`src/rtl/axis_packet_snooper_if.sv`:
```
// AXI-Stream signal bundle for the tapped link feeding axis_packet_snooper.
// The snooper only observes the link, so its slave modport is input-only.
interface axis_packet_snooper_if #(
  parameter int DATA_WIDTH = 64
);
  logic [DATA_WIDTH-1:0] tdata;
  logic                  tvalid;
  logic                  tready;
  logic                  tlast;

  modport master (
    output tdata,
    output tvalid,
    output tready,
    output tlast
  );

  modport slave (
    input tdata,
    input tvalid,
    input tready,
    input tlast
  );
endinterface

```
`src/rtl/axis_packet_snooper.sv`:
```
// Passive AXI-Stream tap: copies each packet into the filter's packet memory
// through the snooper write port and signals completion with a 1-cycle done.
// Never back-pressures the link; packets arriving while the filter has no free
// buffer are dropped whole and counted in a saturating counter.
module axis_packet_snooper #(
  parameter int SNOOP_FWD_ADDR_WIDTH = 9,
  parameter int DATA_WIDTH           = 64,
  parameter int DROP_CNT_WIDTH       = 16
) (
  input  logic                            axi_aclk,
  input  logic                            axi_aresetn,
  axis_packet_snooper_if.slave            s_axis,
  input  logic                            ready_for_snooper,
  output logic [SNOOP_FWD_ADDR_WIDTH-1:0] snooper_wr_addr,
  output logic [DATA_WIDTH-1:0]           snooper_wr_data,
  output logic                            snooper_wr_en,
  output logic                            snooper_done,
  input  logic                            drop_clr,
  output logic [DROP_CNT_WIDTH-1:0]       num_packets_dropped,
  output logic                            truncated
);

  typedef enum logic [1:0] {SYNC, IDLE, CAPTURE, DROP} state_t;

  state_t                          state_q, state_d;
  logic                            beat;
  logic                            first_wr;
  logic                            cont_beat;
  logic                            drop_inc;
  logic                            pkt_end;
  logic                            done_sched;
  logic                            full;
  logic [SNOOP_FWD_ADDR_WIDTH-1:0] addr_cnt;

  assign beat = s_axis.tvalid & s_axis.tready;

  // State register.
  always_ff @(posedge axi_aclk or negedge axi_aresetn) begin
    if (!axi_aresetn) state_q <= SYNC;
    else              state_q <= state_d;
  end

  // Next-state and per-beat control decode.
  always_comb begin
    state_d   = state_q;
    first_wr  = 1'b0;
    cont_beat = 1'b0;
    drop_inc  = 1'b0;
    pkt_end   = 1'b0;
    unique case (state_q)
      SYNC: begin
        if (beat && s_axis.tlast) state_d = IDLE;
      end
      IDLE: begin
        if (beat) begin
          if (ready_for_snooper) begin
            first_wr = 1'b1;
            pkt_end  = s_axis.tlast;
            state_d  = s_axis.tlast ? IDLE : CAPTURE;
          end else begin
            drop_inc = 1'b1;
            state_d  = s_axis.tlast ? IDLE : DROP;
          end
        end
      end
      CAPTURE: begin
        if (beat) begin
          cont_beat = 1'b1;
          if (s_axis.tlast) begin
            pkt_end = 1'b1;
            state_d = IDLE;
          end
        end
      end
      DROP: begin
        if (beat && s_axis.tlast) state_d = IDLE;
      end
      default: state_d = SYNC;
    endcase
  end

  // Registered write port; done is delayed one extra cycle so it follows the final write.
  // 'full' marks that the last buffer word has been written, so later beats are discarded
  // instead of wrapping the address counter.
  always_ff @(posedge axi_aclk or negedge axi_aresetn) begin
    if (!axi_aresetn) begin
      snooper_wr_en   <= 1'b0;
      snooper_wr_addr <= '0;
      snooper_wr_data <= '0;
      snooper_done    <= 1'b0;
      done_sched      <= 1'b0;
      addr_cnt        <= '0;
      full            <= 1'b0;
    end else begin
      snooper_wr_en <= 1'b0;
      done_sched    <= pkt_end;
      snooper_done  <= done_sched;
      if (first_wr) begin
        snooper_wr_en   <= 1'b1;
        snooper_wr_addr <= '0;
        snooper_wr_data <= s_axis.tdata;
        addr_cnt        <= SNOOP_FWD_ADDR_WIDTH'(1);
        full            <= 1'b0;
      end else if (cont_beat && !full) begin
        snooper_wr_en   <= 1'b1;
        snooper_wr_addr <= addr_cnt;
        snooper_wr_data <= s_axis.tdata;
        addr_cnt        <= addr_cnt + 1'b1;
        full            <= &addr_cnt;
      end
    end
  end

  // Sticky overflow flag; clear wins over a simultaneous overflowing beat.
  always_ff @(posedge axi_aclk or negedge axi_aresetn) begin
    if (!axi_aresetn)           truncated <= 1'b0;
    else if (drop_clr)          truncated <= 1'b0;
    else if (cont_beat && full) truncated <= 1'b1;
  end

  // Saturating drop counter; clear wins over a simultaneous increment.
  always_ff @(posedge axi_aclk or negedge axi_aresetn) begin
    if (!axi_aresetn)
      num_packets_dropped <= '0;
    else if (drop_clr)
      num_packets_dropped <= '0;
    else if (drop_inc && !(&num_packets_dropped))
      num_packets_dropped <= num_packets_dropped + 1'b1;
  end

endmodule
```
`src/flat_wrapper.sv`:
```
// flat-port wrapper written by rule: the top's interface ports become plain ports
module axis_packet_snooper_flat 
#(
  parameter int SNOOP_FWD_ADDR_WIDTH = 9,
  parameter int DATA_WIDTH           = 64,
  parameter int DROP_CNT_WIDTH       = 16
)
  (axi_aclk, axi_aresetn, ready_for_snooper, snooper_wr_addr, snooper_wr_data, snooper_wr_en, snooper_done, drop_clr, num_packets_dropped, truncated, s_axis_tdata, s_axis_tvalid, s_axis_tready, s_axis_tlast);
  axis_packet_snooper_if #(.DATA_WIDTH(DATA_WIDTH)) s_axis_i ();
  input  logic axi_aclk;
  input  logic axi_aresetn;
  input  logic ready_for_snooper;
  output logic [SNOOP_FWD_ADDR_WIDTH-1:0] snooper_wr_addr;
  output logic [DATA_WIDTH-1:0] snooper_wr_data;
  output logic snooper_wr_en;
  output logic snooper_done;
  input  logic drop_clr;
  output logic [DROP_CNT_WIDTH-1:0] num_packets_dropped;
  output logic truncated;
  input wire logic [$bits(s_axis_i.tdata)-1:0] s_axis_tdata;
  input wire logic [$bits(s_axis_i.tvalid)-1:0] s_axis_tvalid;
  input wire logic [$bits(s_axis_i.tready)-1:0] s_axis_tready;
  input wire logic [$bits(s_axis_i.tlast)-1:0] s_axis_tlast;
  assign s_axis_i.tdata = s_axis_tdata;
  assign s_axis_i.tvalid = s_axis_tvalid;
  assign s_axis_i.tready = s_axis_tready;
  assign s_axis_i.tlast = s_axis_tlast;
  axis_packet_snooper #(.SNOOP_FWD_ADDR_WIDTH(SNOOP_FWD_ADDR_WIDTH), .DATA_WIDTH(DATA_WIDTH), .DROP_CNT_WIDTH(DROP_CNT_WIDTH)) u_core (.axi_aclk(axi_aclk), .axi_aresetn(axi_aresetn), .s_axis(s_axis_i), .ready_for_snooper(ready_for_snooper), .snooper_wr_addr(snooper_wr_addr), .snooper_wr_data(snooper_wr_data), .snooper_wr_en(snooper_wr_en), .snooper_done(snooper_done), .drop_clr(drop_clr), .num_packets_dropped(num_packets_dropped), .truncated(truncated));
endmodule
```
`config.mk`:
```
export PLATFORM = sky130hd
export DESIGN_NAME = axis_packet_snooper_flat
export DESIGN_NICKNAME = d
export VERILOG_FILES = /design/src/rtl/axis_packet_snooper_if.sv /design/src/rtl/axis_packet_snooper.sv /design/src/flat_wrapper.sv
export SDC_FILE = /design/constraint.sdc
export NUM_CORES = 1
export LEC_CHECK = 0
export CAP_MARGIN = 20
export CELL_PAD_IN_SITES_DETAIL_PLACEMENT = 1
export CELL_PAD_IN_SITES_GLOBAL_PLACEMENT = 1
export CORE_AREA = 2 2 112 114
export DETAILED_ROUTE_END_ITERATION = 16
export DIE_AREA = 0 0 114 116
export PLACE_DENSITY = 0.88
export SLEW_MARGIN = 20
export SYNTH_ARGS = -nofsm -noshare
export SYNTH_HDL_FRONTEND = slang
export SYNTH_SLANG_ARGS = --single-unit
```
`constraint.sdc`:
```
create_clock -name axi_aclk -period 6 [get_ports axi_aclk]
set_clock_uncertainty 0.2 [all_clocks]
set_input_delay 1.2 -clock axi_aclk [delete_from_list [all_inputs] [get_ports axi_aclk]]
set_output_delay 1.2 -clock axi_aclk [all_outputs]
set_load 0.1 [all_outputs]
```
==> reports/results.txt, run 1 <==
Netlist cell types = 33
Largest net degree at the start of global routing = 55
CP Class = in -> reg
Max-cap violation count = 0
Number of clock sinks = 105
Slew HR = 30.03%
Hpwl dp = 9022 µm
Final WS setup = 2149 ps
Crit path launch type = input port
Initial antenna violation count = 0
Req. time, crit path = 6030 ps
GP Congestion = 0.7891
EDFF count, synth = 0
Drt first-iter violations = 101
CTS resizes = 0
Reg clk slew, reported paths = 70 ps
Final WL = 12190 µm
Vias after detailed routing = 3395
FILL cells = 1256
HP Class = reg -> reg
FF+latch count, synth = 105
Die height = 116 µm
Clock latency on the worst-skew pair = 350 ps
Area post-placement = 6143 µm²
Vias per inst = 5.128
Die area = 13220 µm²
Worst Path Max Fanout = 30
Starting density of the core = 36.82%
Final Cycle Share = 64.18%
Pre-CTS setup slack = 1782 ps
Crit path DAT = 3880 ps
Yosys Warn Count = 0
Hold buffers post-CTS = 0
Post-synth top cells = dfrtp_1, mux2_2, nand2_1, a21oi_1, nor2_1
WL per Instance = 18.42 µm
Post-synth top area cell = dfrtp_1
CTS Buffer Depth = 2
CTS tree = done
Fmax = 259.7 MHz
Yosys top cell area share = 59.91%
Async set or reset register ratio after synthesis = 100.0%
Ant diodes = 0
Clock root buffer = clkbuf_16
Proportion of layout cells with a drive suffix above 1 = 17.48%
Setup bufs post-CTS = 0
Synth Flop Type = dfrtp_1
Worst setup EP type = flip-flop
GRT Residual Overflow = 0
Final min period = 3851 ps
TritonCTS buffer count = 9
P&R area growth vs syn = 46.70%
Final core occ = 54.01%
Synth Area per Inst = 12.46 µm²
Die Width = 114 µm
Mapped Nets = 428
Routed Antenna Nets = 0
First-pass GRT wire length = 19330 µm
Sequential fraction of the synthesis area = 59.91%
Number of I/O pins = 163
FP Rows = 40
Slew Limit Fails = 0
Number of remaining DRC errors = 0
Cell count after synthesis = 352
Final Hold Vio Count = 0
Worst Tran Pin Value = 1046 ps
1st-pass router iterations = 4
Final setup fails = 0
IO buf count = 162
Top post-synthesis cells by area = dfrtp_1, mux2_2, a21oi_1, nand2_1, or4_1
FF-to-FF setup slack = 2770 ps
Gr usage total = 18.78%
Number of global-route vias before repair = 3687
RSZ-0062 raised after global routing = false
Design area = 6434 µm²
Area of the core = 11910 µm²
CTS H-tree depth = 3
Netlist Area Pre-Place = 4385 µm²
Final Net Count = 586
Setup TNS = 0 ps
Most frequent cell after synthesis = dfrtp_1
Outcome = completed
## cell type report
type / instances / area, µm² / area share [%]
clock inverter: 3 / 40.04 / 0.6223
timing repair buffer: 166 / 1649 / 25.63
multi-input combinational: 223 / 1664 / 25.87
clock buffer: 13 / 250.2 / 3.890
inverter: 5 / 18.77 / 0.2917
sequential: 105 / 2628 / 40.84
tap: 147 / 183.9 / 2.859
## state kept, by name, summed over array words and instances (netlist names)
name	cells
u_core.truncated	1
u_core.snooper_wr_en	1
u_core.state_q	2
u_core.num_packets_dropped	16
u_core.snooper_wr_addr	9
u_core.addr_cnt	9
u_core.snooper_done	1
u_core.snooper_wr_data	64
u_core.full	1
u_core.done_sched	1
## through the flow
step / instances / hold slack, ps
3_3_place_gp: 646 / 144.4
3_5_place_dp: 646 / 137.2
2_1_floorplan: 352 / 131.2
5_1_grt: 662 / 172.7
6_report: 662 / 167.9
4_1_cts: 662 / 165.9
## worst paths after layout
check	start	to	cells after the start
hold reg to reg	u_core.done_sched	u_core.snooper_done	0
max in group asynchronous	axi_aresetn	u_core.snooper_wr_data[63]	2
setup reg to reg	u_core.state_q[0]	u_core.snooper_wr_data[32]	6
min in group asynchronous	axi_aresetn	u_core.snooper_wr_data[18]	1
hold / removal	u_core.done_sched	u_core.snooper_done	0
setup / recovery	s_axis_tready	u_core.snooper_wr_data[32]	5
## cells in the final DEF, fill, tap and decap left out, types with 2 or more instances in the layout
master           instances
or3_1                    5
dfrtp_1                105
or4_1                   10
nand2_1                 31
xor2_1                   3
or2_2                    2
clkbuf_16                9
o21ai_0                  7
a31oi_1                  2
inv_1                    5
nor2_1                  16
clkbuf_1                 3
nor2b_1                  2
and4b_1                  2
clkdlybuf4s50_1        161
o31ai_1                  9
ha_1                     5
mux2_2                  67
and3_1                   2
nor3_1                   3
buf_4                    5
xnor2_1                  3
a21oi_1                 25
nand4b_1                 2
nor4_1                   3
clkinv_2                 2
nand3_1                  8
nand4_1                  7
## cells by family after synthesis
logic type	count (synthesis)	share of synthesized area, %
AO/OA/AOI/OAI	45	5.820
XOR/XNOR	6	1.199
adder cells (fa/ha/maj)	5	1.427
buffers and inverters	24	2.340
flip-flops	105	59.91
multiplexers	67	17.20
AND/OR/NAND/NOR	100	12.10
## routing by layer
layer / track usage (%) / routed length (µm) / vias to the layer above
met5: 0 / 0 / -
li1: - / - / 1569
met3: 4.655 / 755 / 16
met2: 33.13 / 6204 / 106
met1: 22.18 / 5002 / 1704
met4: 7.236 / 228 / 0
## critical path, stage by stage
cell	delay, ps
clkdlybuf4s50_1	550
nand4b_1	580
nand2_2	650
buf_4	470
mux2_2	400
Power of run 1 is left out: the tool's default activity adds up to more than one toggle a clock period on the data nets, which glitch-free logic cannot reach.
==> inputs of run 2 (changes only) <==
--- a/config.mk
+++ b/config.mk
@@ -8,10 +8,10 @@
 export CAP_MARGIN = 20
 export CELL_PAD_IN_SITES_DETAIL_PLACEMENT = 1
 export CELL_PAD_IN_SITES_GLOBAL_PLACEMENT = 1
-export CORE_AREA = 2 2 112 114
+export CORE_AREA = 2 2 122 124
 export DETAILED_ROUTE_END_ITERATION = 16
-export DIE_AREA = 0 0 114 116
-export PLACE_DENSITY = 0.88
+export DIE_AREA = 0 0 124 126
+export PLACE_DENSITY = 0.79
 export SLEW_MARGIN = 20
 export SYNTH_ARGS = -nofsm -noshare
 export SYNTH_HDL_FRONTEND = slang
==> constraint.sdc (replaced) <==
create_clock -name axi_aclk -period 3.33 [get_ports axi_aclk]
set_clock_uncertainty 0.2 [all_clocks]
set_input_delay 0.666 -clock axi_aclk [delete_from_list [all_inputs] [get_ports axi_aclk]]
set_output_delay 0.666 -clock axi_aclk [all_outputs]
set_load 0.1 [all_outputs]
==> run 2 against run 1 <==
Compared with the run above: cell area fell by 1.7%; non-clock buffer count rose by 3; via count about the same; wire length is 6.8% lower; die area rose by 18%; flip-flop and latch count unchanged; critical path depth is the same; register-to-register slack worse by 1900 ps; critical endpoint is now u_core.num_packets_dropped[9]; largest cell class unchanged; highest routed layer unchanged.
==> reports/results.txt, run 2 (synthesis results as in run 1) <==
Crit path DAT = 2640 ps (-1240 ps)
Number of flip-flops in the largest register = 64 (unchanged)
Reg clk slew, reported paths = 60 ps (about the same)
GRT Residual Overflow = 0 (unchanged)
TritonCTS buffer count = 9 (unchanged)
Vias per inst = 4.835 (-5.7%)
WL per Instance = 16.18 µm (-12%)
Area of the core = 14310 µm² (+20%)
HP Class = reg -> reg
Proportion of layout cells with a drive suffix above 1 = 36.10% (+19 points)
FP Rows = 44 (+10%)
FF-to-FF setup slack = 860 ps (-1910 ps)
RSZ-0062 raised after global routing = false
GP Congestion = 0.7227 (-8.4%)
Starting density of the core = 30.64% (-6.2 points)
Number of global-route vias before repair = 3536 (-4.1%)
Max-cap violation count = 0 (unchanged)
Reg with most FFs = u_core.snooper_wr_data
Ant diodes = 0 (unchanged)
Drt first-iter violations = 101 (unchanged)
Routed Antenna Nets = 0 (unchanged)
Commonest non-fill, non-tap cell in the layout = dfrtp_1
CTS Buffer Depth = 2 (unchanged)
Design area = 6322 µm² (-1.7%)
Slew Limit Fails = 0 (unchanged)
Die area = 15620 µm² (+18%)
Final Net Count = 589 (+0.51%)
Clock root buffer = clkbuf_16
Number of I/O pins = 163 (unchanged)
Area of the multi-input gates = 1664 µm² (unchanged)
Slew HR = 47.54% (+18 points)
CP Class = in -> reg
Number of clock sinks = 105 (unchanged)
Top flop regs = u_core.snooper_wr_data (64), u_core.num_packets_dropped (16)
Largest net degree at the start of global routing = 66 (+20%)
Number of remaining DRC errors = 0 (unchanged)
Flip-flop and latch area = 2628 µm² (unchanged)
First-pass GRT wire length = 17860 µm (-7.6%)
Die Width = 124 µm (+8.8%)
Final WL = 11360 µm (-6.8%)
Most frequent cells in the layout = dfrtp_1, buf_4, clkdlybuf4s50_1
Initial antenna violation count = 0 (unchanged)
Final setup fails = 0 (unchanged)
IO buf count = 162 (unchanged)
Final min period = 2594 ps
CTS H-tree depth = 3 (unchanged)
Setup bufs post-CTS = 0 (unchanged)
Outcome = completed
Worst Tran Pin Value = 784.4 ps (-261.9 ps)
Worst Path Max Fanout = 7 (-77%)
Final Cycle Share = 77.90%
Worst setup EP type = flip-flop
Setup TNS = 0 ps (unchanged)
CTS tree = done
1st-pass router iterations = 4 (unchanged)
P&R area growth vs syn = 44.17%
Die height = 126 µm (+8.6%)
Vias after detailed routing = 3394 (-0.029%)
Req. time, crit path = 3380 ps (-2650 ps)
Area post-placement = 5987 µm² (-2.5%)
Crit path launch type = input port
Final Hold Vio Count = 0 (unchanged)
Clock latency on the worst-skew pair = 340 ps (about the same)
FILL cells = 1537 (+22%)
Fmax = 385.5 MHz
Gr usage total = 14.45% (-4.3 points)
Hpwl dp = 8315 µm (-7.8%)
run 2: critical path: stages:
cell             delay [ps]
clkdlybuf4s50_1         480
nand4b_2                250
or4_1                   590
or4_1                   500
a21oi_1                 150
run 2: worst paths after layout:
| check | startpoint | to | cells after the start |
|---|---|---|---|
| setup / recovery | ready_for_snooper | u_core.num_packets_dropped[9] | 5 |
| setup reg to reg | u_core.num_packets_dropped[0] | u_core.num_packets_dropped[14] | 6 |
| hold reg to reg | u_core.done_sched | u_core.snooper_done | 0 |
| min in group asynchronous | axi_aresetn | u_core.snooper_wr_data[58] | 2 |
| max in group asynchronous | axi_aresetn | u_core.num_packets_dropped[1] | 3 |
| hold / removal | u_core.done_sched | u_core.snooper_done | 0 |
run 2: area by class of cell:
class,count,share of cell area [%]
flip-flops and latches,105,41.56
inverters,5,0.2969
well taps,184,3.641
clock buffers,9,3.562
clock inverters,7,1.583
repair buffers,169,23.04
multi-input cells,223,26.32
run 2: timing repair:
action	4_1_cts	5_1_grt
hold buffers	1	0
hold endpoints to repair	1	0
gates resized for setup	0	0
run 2: metrics by stage:
step	hold slack [ps]	util, %	instances	setup WS, ps
after floorplan	131.2	-	352	537.1
after global placement	141.1	41.83	685	399.5
after detailed placement	141.8	41.83	685	365.4
after CTS	154.6	44.17	702	726.0
after global routing	170.5	44.17	702	582.4
final	151.3	44.17	702	735.8
run 2: metal layers:
metal / routed length (µm) / part of all wire (%) / global-route usage [%] / up-vias
met5: 0 / 0 / 0 / -
met1: 4832 / 43 / 17.12 / 1696
li1: - / - / - / 1576
met3: 877 / 7.7 / 3.714 / 10
met4: 135 / 1.2 / 4.957 / 0
met2: 5512 / 49 / 25.21 / 112
Power of run 2 is left out for the same reason.
==> inputs of run 3 (changes only) <==
--- a/config.mk
+++ b/config.mk
@@ -8,10 +8,10 @@
 export CAP_MARGIN = 20
 export CELL_PAD_IN_SITES_DETAIL_PLACEMENT = 1
 export CELL_PAD_IN_SITES_GLOBAL_PLACEMENT = 1
-export CORE_AREA = 2 2 122 124
+export CORE_AREA = 2 2 117 119
 export DETAILED_ROUTE_END_ITERATION = 16
-export DIE_AREA = 0 0 124 126
-export PLACE_DENSITY = 0.79
+export DIE_AREA = 0 0 119 121
+export PLACE_DENSITY = 0.81
 export SLEW_MARGIN = 20
 export SYNTH_ARGS = -nofsm -noshare
 export SYNTH_HDL_FRONTEND = slang
==> constraint.sdc (replaced) <==
create_clock -name axi_aclk -period 2.65 [get_ports axi_aclk]
set_clock_uncertainty 0.2 [all_clocks]
set_input_delay 0.53 -clock axi_aclk [delete_from_list [all_inputs] [get_ports axi_aclk]]
set_output_delay 0.53 -clock axi_aclk [all_outputs]
set_load 0.1 [all_outputs]
==> run 3 against run 2 <==
Compared with the run above: the flow now finishes with violations (hold timing); flip-flop and latch count is the same; die area decreased by 7.8%; global-route usage is 2.2 points higher; via count is 2.2% higher; register-to-register slack got worse by 650 ps; utilization is 4.6 points higher; first-iteration DRC count increased by 26%; worst setup slack worse by 530 ps; cell area increased by 0.95%; sequential share of layout area down 0.29 points; non-clock buffer count is 9 higher; largest cell class unchanged.
==> reports/results.txt, run 3 (synthesis results as in run 1) <==
Routed Antenna Nets = 0 (unchanged)
Layout Cells excl Fill = 703 (+0.14%)
Crit path DAT = 2510 ps (-130 ps)
Number of remaining DRC errors = 0 (unchanged)
Clock latency on the worst-skew pair = 350 ps (about the same)
Slew HR = 58.43% (+11 points)
Req. time, crit path = 2710 ps (-670 ps)
CTS resizes = 0 (unchanged)
Proportion of layout cells with a drive suffix above 1 = 38.33% (+2.2 points)
Vias per inst = 4.932 (+2.0%)
Largest net degree at the start of global routing = 54 (-18%)
Slew Limit Fails = 0 (unchanged)
Final min period = 2444 ps
FILL cells = 1384 (-10%)
Max-cap violation count = 0 (unchanged)
CTS tree = done
Area of the core = 13090 µm² (-8.6%)
RSZ-0062 raised after global routing = false
Final Cycle Share = 92.22%
CP Class = reg -> reg
Worst hold margin = -9.715 ps (-161.0 ps)
CTS Buffer Depth = 2 (unchanged)
Number of flip-flops in the largest register = 64 (unchanged)
Setup TNS = 0 ps (unchanged)
Final setup fails = 0 (unchanged)
Outcome = finished with violations
Hold buffers post-CTS = 0 (-1)
Worst Tran Pin Value = 623.5 ps (-160.9 ps)
Commonest non-fill, non-tap cell in the layout = buf_4
Starting density of the core = 33.52% (+2.9 points)
TritonCTS buffer count = 9 (unchanged)
Final WS setup = 206.2 ps (-529.6 ps)
Fmax = 409.2 MHz
Top flop regs = u_core.snooper_wr_data (64), u_core.num_packets_dropped (16)
Reg with most FFs = u_core.snooper_wr_data
Final Net Count = 598 (+1.5%)
Hpwl dp = 8744 µm (+5.2%)
GP Congestion = 0.7772 (+7.5%)
CTS H-tree depth = 3 (unchanged)
Failing checks = hold timing
Initial antenna violation count = 0 (unchanged)
Pre-CTS setup slack = -55.06 ps (-420.5 ps)
Ant diodes = 0 (unchanged)
GRT Residual Overflow = 0 (unchanged)
Gr usage total = 16.69% (+2.2 points)
Setup bufs post-CTS = 0 (unchanged)
Number of I/O pins = 163 (unchanged)
Crit path launch type = flip-flop
IO buf count = 162 (unchanged)
Number of clock sinks = 105 (unchanged)
P&R area growth vs syn = 45.53%
Placed insts = 687 (+0.29%)
1st-pass router iterations = 4 (unchanged)
Final Hold Vio Count = 5 (+5)
Number of global-route vias before repair = 3664 (+3.6%)
FF-to-FF setup slack = 210 ps (-650 ps)
Worst Path Max Fanout = 6 (-1)
Worst setup EP type = flip-flop
Most frequent cells in the layout = buf_4, dfrtp_1, clkdlybuf4s50_1
FP Rows = 42 (-4.5%)
HP Class = in -> async
WL per Instance = 16.92 µm (+4.6%)
Vias after detailed routing = 3467 (+2.2%)
Flip-flop and latch area = 2634 µm² (+0.24%)
First-pass GRT wire length = 18950 µm (+6.1%)
Die height = 121 µm (-4.0%)
Area of the multi-input gates = 1664 µm² (unchanged)
Drt first-iter violations = 127 (+26%)
Die area = 14400 µm² (-7.8%)
Final core occ = 48.78% (+4.6 points)
Final WL = 11890 µm (+4.7%)
Clock root buffer = clkbuf_16
Die Width = 119 µm (-4.0%)
Reg clk slew, reported paths = 70 ps (about the same)
## run 3: path summary, 6_finish.rpt
check	from	depth (start not counted)	end
min reg2reg	u_core.done_sched	0	u_core.snooper_done
min	axi_aresetn	1	u_core.snooper_wr_addr[3]
max reg2reg	u_core.state_q[1]	6	u_core.num_packets_dropped[9]
min in group axi_aclk	u_core.done_sched	0	u_core.snooper_done
max	u_core.state_q[1]	6	u_core.num_packets_dropped[9]
max in group asynchronous	axi_aresetn	2	u_core.snooper_wr_data[61]
## run 3: final cells by class
type | instances | share of cell area [%]
clock buffers | 10 | 3.744
clock inverters | 6 | 1.137
inverters | 5 | 0.2941
multi-input cells | 223 | 26.07
flip-flops and latches | 105 | 41.27
well taps | 176 | 3.450
repair buffers | 178 | 24.03
## run 3: worst max-delay path, stage by stage, from the launching register on
cell,delay [ps]
dfrtp_1,390
inv_1,70
ha_1,280
nand4b_2,160
or4_1,600
or4_1,500
a21oi_1,160
## run 3: stage by stage
stage | instance area (µm²) | hold WS, ps
floorplan | 4392 | 34.41
global placement | 6071 | 137.6
detailed placement | 6071 | 142.0
CTS | 6382 | 11.19
global route | 6382 | 25.89
finish | 6382 | -9.715
## run 3: metal layers
| layer | vias up | track usage, % | part of all wire [%] | routed length, µm |
|---|---|---|---|---|
| met1 | 1752 | 19.99 | 42 | 4955 |
| met4 | 0 | 6.101 | 1.3 | 158 |
| met2 | 102 | 29.74 | 53 | 6250 |
| met5 | - | 0 | 0 | 0 |
| li1 | 1602 | - | - | - |
| met3 | 11 | 3.336 | 4.4 | 529 |
Power of run 3 is left out for the same reason.
